<file path="src/rtl/mul_share_arb.sv">
// mul_share_arb
//   Round-robin arbiter that shares one saturating 11-bit signed multiplier
//   among NREQ requesters. One operand pair is accepted at a time. The pair is
//   multiplied in a single CALC cycle, and the product is clamped to [-SAT, +SAT].
//   The result is then held for the owning requester until that requester
//   acknowledges it.
//
// Ports
//   clk, rst    : system clock, synchronous active-high reset
//   req_valid   : per-requester operand-pair valid
//   req_acc     : packed signed operands, requester i at [11*i+10 : 11*i]
//   req_arg     : packed signed operands, same packing
//   req_ready   : one-hot grant (combinational, IDLE only)
//   resp_valid  : one-hot result-available flag for the owner
//   resp_data   : clamped signed product
//   resp_sat    : product was clamped
//   resp_ack    : per-requester result consume (only the owner bit counts)
//   busy        : high while in CALC or RESP
module mul_share_arb #(
  parameter int NREQ = 4,
  parameter int SAT  = 999
) (
  input  logic                     clk,
  input  logic                     rst,
  input  logic [NREQ-1:0]          req_valid,
  input  logic [NREQ*11-1:0]       req_acc,
  input  logic [NREQ*11-1:0]       req_arg,
  output logic [NREQ-1:0]          req_ready,
  output logic [NREQ-1:0]          resp_valid,
  output logic signed [10:0]       resp_data,
  output logic                     resp_sat,
  input  logic [NREQ-1:0]          resp_ack,
  output logic                     busy
);

  localparam int DATA_W = 11;
  localparam int PROD_W = 2 * DATA_W;
  localparam int IDX_W  = $clog2(NREQ);

  localparam logic [IDX_W-1:0]         LG_RST = IDX_W'(NREQ - 1);
  localparam logic signed [PROD_W-1:0] SAT_P  = PROD_W'(SAT);
  localparam logic signed [PROD_W-1:0] NSAT_P = -SAT_P;

  typedef enum logic [1:0] {IDLE, CALC, RESP} state_t;

  state_t                    state, state_nx;
  logic [IDX_W-1:0]          last_grant;
  logic [IDX_W-1:0]          owner;
  logic [IDX_W-1:0]          win_idx;
  logic                      win_found;
  logic                      xfer;
  int                        cand;
  logic signed [DATA_W-1:0]  op_a_p0, op_b_p0;
  logic signed [PROD_W-1:0]  prod;

  function automatic logic signed [DATA_W-1:0] sat_clamp(
    input logic signed [PROD_W-1:0] p
  );
    if (p > SAT_P)       return SAT_P[DATA_W-1:0];
    else if (p < NSAT_P) return NSAT_P[DATA_W-1:0];
    else                 return p[DATA_W-1:0];
  endfunction

  function automatic logic is_clamped(input logic signed [PROD_W-1:0] p);
    return (p > SAT_P) || (p < NSAT_P);
  endfunction

  // Rotating priority search that starts just after the last granted requester.
  always_comb begin
    win_found = 1'b0;
    win_idx   = '0;
    cand      = 0;
    for (int k = 1; k <= NREQ; k++) begin
      cand = (int'(last_grant) + k) % NREQ;
      if (!win_found && req_valid[cand[IDX_W-1:0]]) begin
        win_found = 1'b1;
        win_idx   = cand[IDX_W-1:0];
      end
    end
  end

  always_comb begin
    state_nx   = state;
    req_ready  = '0;
    resp_valid = '0;
    xfer       = 1'b0;
    case (state)
      IDLE: begin
        // The grant goes to a requester that is already valid, so any grant is a transfer.
        if (win_found) begin
          req_ready[win_idx] = 1'b1;
          xfer               = 1'b1;
          state_nx           = CALC;
        end
      end
      CALC: state_nx = RESP;
      RESP: begin
        resp_valid[owner] = 1'b1;
        if (resp_ack[owner]) state_nx = IDLE;
      end
      default: state_nx = IDLE;
    endcase
  end

  assign busy = (state != IDLE);

  // Stage p0: operands captured on the transfer edge. They are not reset
  // because a reset abort discards them.
  always_ff @(posedge clk) begin
    if (xfer) begin
      op_a_p0 <= $signed(req_acc[int'(win_idx)*DATA_W +: DATA_W]);
      op_b_p0 <= $signed(req_arg[int'(win_idx)*DATA_W +: DATA_W]);
    end
  end

  assign prod = op_a_p0 * op_b_p0;

  // Stage p1: the clamped product is registered on leaving CALC and held through RESP.
  always_ff @(posedge clk) begin
    if (rst) begin
      state      <= IDLE;
      last_grant <= LG_RST;
      owner      <= '0;
      resp_data  <= '0;
      resp_sat   <= 1'b0;
    end else begin
      state <= state_nx;
      if (xfer) begin
        owner      <= win_idx;
        last_grant <= win_idx;
      end
      if (state == CALC) begin
        resp_data <= sat_clamp(prod);
        resp_sat  <= is_clamped(prod);
      end
    end
  end

endmodule

</file>
<file path="config.mk">
export PLATFORM = sky130hd
export DESIGN_NAME = mul_share_arb
export DESIGN_NICKNAME = d
export VERILOG_FILES = /design/src/rtl/mul_share_arb.sv
export SDC_FILE = /design/constraint.sdc
export NUM_CORES = 1
export LEC_CHECK = 0
export CELL_PAD_IN_SITES_DETAIL_PLACEMENT = 1
export CELL_PAD_IN_SITES_GLOBAL_PLACEMENT = 1
export CORE_MARGIN = 2
export CORE_UTILIZATION = 45
export CTS_CLUSTER_SIZE = 14
export DETAILED_ROUTE_END_ITERATION = 7
export PLACE_DENSITY = 0.85
export SYNTH_ARGS = -nofsm -noshare
export SYNTH_HDL_FRONTEND = slang
export SYNTH_SLANG_ARGS = --single-unit
export TNS_END_PERCENT = 20
</file>
<file path="constraint.sdc">
create_clock -name clk -period 16.5 [get_ports clk]
set_clock_uncertainty 0.05 [all_clocks]
set_input_delay 1.65 -clock clk [delete_from_list [all_inputs] [get_ports clk]]
set_output_delay 1.65 -clock clk [all_outputs]
set_load 0.01 [all_outputs]
</file>
==> flow_summary.yaml <==
yosys:
  syn_area_mm2: 0.00734
  synth_ff_type: "edfxtp_1"
  ys_types: 62
  synth-edff-count: 22
  synth_nets: 1112
  syn_inst: 850
  synth-seq-area-share_pct: 13.9
  syn_avg_cell_area_um2: 8.64
  synth_warnings: 0
  yosys_register_bits: 40
  synthArstFlopShare_pct: 0
cells_and_area:
  fillCellCount: 1899
  fin_nets: 1199
  final-seq-area_mm2: 0.00102
  area.growth.synth_to_final_pct: 20.5
  drive_gt1_share_pct: 3.20
  most-common-layout-cells: "inv_1 (163), clkdlybuf4s50_1 (118), fa_1 (117), nand2_1 (108), and2_1 (79)"
  final_common_cell: "inv_1"
  multiInputGateArea_mm2: 0.00557
  diodes: 0
setup_path:
  startpoint_type: "register"
  end_kind: "register"
  critPathKind: "register to register"
  rrSetupSlack_ns: 9.74
  cpMostUsedCell: "fa_1"
  slowest_stage: "fa_1"
  cpPeakStageDelay_ns: 0.73
  startpoint: "op_b_p0[3]"
  required_ns: 16.63
  cp.arrival_ns: 6.89
  crit_fanout: 11
  crit_chain: "and2_1 > fa_1 > inv_1 > fa_1 > fa_1 > inv_1 > fa_1 > inv_1 > fa_1 > inv_1 > ha_1 > and3_1 > nor4b_1 > a2111oi_0 > o311ai_0 > nor3_2 > a41oi_2 > nand2b_1 > o211a_1"
  r2r_start: "op_b_p0[3]"
sta:
  finalSetupViolations: 0
  fin_setup_tns_ns: 0
  worstMarginPinSlew_ns: 1.05
  final.min_clock_period_ns: 6.76
  min_period_over_period_pct: 41.0
  slew_viol_final: 0
  max_slew_margin_pct: 30.0
  fmax_mhz: 148
  hold_viol: 0
  rsz0062_at_grt: "no"
route:
  wl_met2_mm: 11.3
  routed.top_layer: "met4"
  wl_met1_mm: 8.10
  final_antenna_net_count: 0
  drt_wl_total_mm: 21.1
  wire_per_inst_um: 18.3
  wl_met3_um: 981
  vias: 6164
  via_per_inst: 5.34
  dr.pass1.iters: 4
  drc: 0
  drt_iter0_markers: 265
floorplan:
  die-area_mm2: 0.0174
  die_y_um: 132
  core-area_mm2: 0.0159
  start_util_pct: 46.1
  fp.dieW_um: 132
  boundaryPins: 119
  num_rows: 46
global_routing:
  antenna_found_initial: 1
  grt_pass1_wl_mm: 34.7
  grt_usage_pct: 25.1
  grt_pass1_vias: 6971
  gr-total-overflow: 0
  grt_max_degree: 49
worst_hold_path:
  min_from: "resp_data[8]"
  hp-class: "register to register"
clock_network:
  cts_resized: 0
  cts_hold_buf: 0
  cts_tree: "built"
  cts.sinks: 40
  htreeDepth: 2
  cts_made_buffers: 5
  root_buffer: "clkbuf_16"
  cts_setup_buffers: 0
  clock_latency_ns: 0.29
  clk_pin_slew_ns: 0.06
  cts_buffer_depth: 2
place:
  numPortBuffers: 118
  globalplace.congestion: 0.839
  hpwl_mm: 17.6
run:
  cap_viol_max_count: 0
status:
  outcome: "complete, no violations"
-- logic make-up (layout without fill, tap and decap cells) --
family	count (synthesis)	after routing	share of synthesized area, %
simple gates	298	298	20.7
buf+inv	206	294	10.5
compound gates	122	122	12.4
mux	1	1	0.307
fa+ha+maj	164	164	39.9
flops	40	40	13.9
xor+xnor	19	19	2.27
-- registers in the layout, indices dropped and copies added, names as in the netlist --
register	flops
resp_sat	1
op_a_p0	11
resp_data	11
last_grant	2
op_b_p0	11
state	2
owner	2
-- worst max-delay path: cells and delay by family, from the launching register on --
family | cells | cell delay (ns)
compound gates | 4 | 1.13
fa+ha+maj | 6 | 3.47
buf+inv | 4 | 0.33
flops | 1 | 0.56
simple gates | 5 | 1.10
-- per-layer routing --
layer  global-route usage [%]  vias up
met5                        0        -
met3                     3.73       54
met1                     29.4     3093
met4                     9.48        0
met2                     46.2      152
li1                         -     2865
-- final timing paths --
kind | cells past startpoint | endpoint
worst min-delay path | 2 | resp_data[8]
worst min register to register | 2 | resp_data[8]
worst max register to register | 19 | resp_data[2]
worst max-delay path | 19 | resp_data[2]
-- layout make-up --
class                   count  area share [%]
multi-input cells         604            62.9
clock inverters             2           0.396
flip-flops and latches     40            11.5
inverters                 164            6.96
well taps                 216            3.05
repair buffers            122            13.7
clock buffers               6            1.46
-- cell usage after synthesis, types with 9 or more instances --
library cell	instances	area, um^2
nor3_1	9	45.0
nand2b_1	10	62.6
edfxtp_1	22	661
a21oi_1	20	100
nor2_1	42	158
a31oi_1	23	144
a211oi_1	29	218
and2_1	79	494
clkbuf_1	36	135
ha_1	47	588
inv_1	163	612
fa_1	117	2340
dfxtp_1	18	360
xnor2_1	15	131
nand2_1	108	405
-- stage by stage --
| step | instance area (um^2) | setup WS (ns) | cells | hold WS [ns] | util, % |
|---|---|---|---|---|---|
| floorplan | 7340 | 10.50 | 850 | 0.435 | - |
| global placement | 8680 | 10.13 | 1146 | 0.442 | 54.5 |
| detailed placement | 8680 | 9.86 | 1146 | 0.450 | 54.5 |
| CTS | 8850 | 9.78 | 1154 | 0.459 | 55.5 |
| global route | 8850 | 9.31 | 1154 | 0.489 | 55.5 |
| finish | 8850 | 9.74 | 1154 | 0.454 | 55.5 |
Power is not shown: default switching activity piles up to over one toggle a cycle in this logic, so the estimate is an artifact.
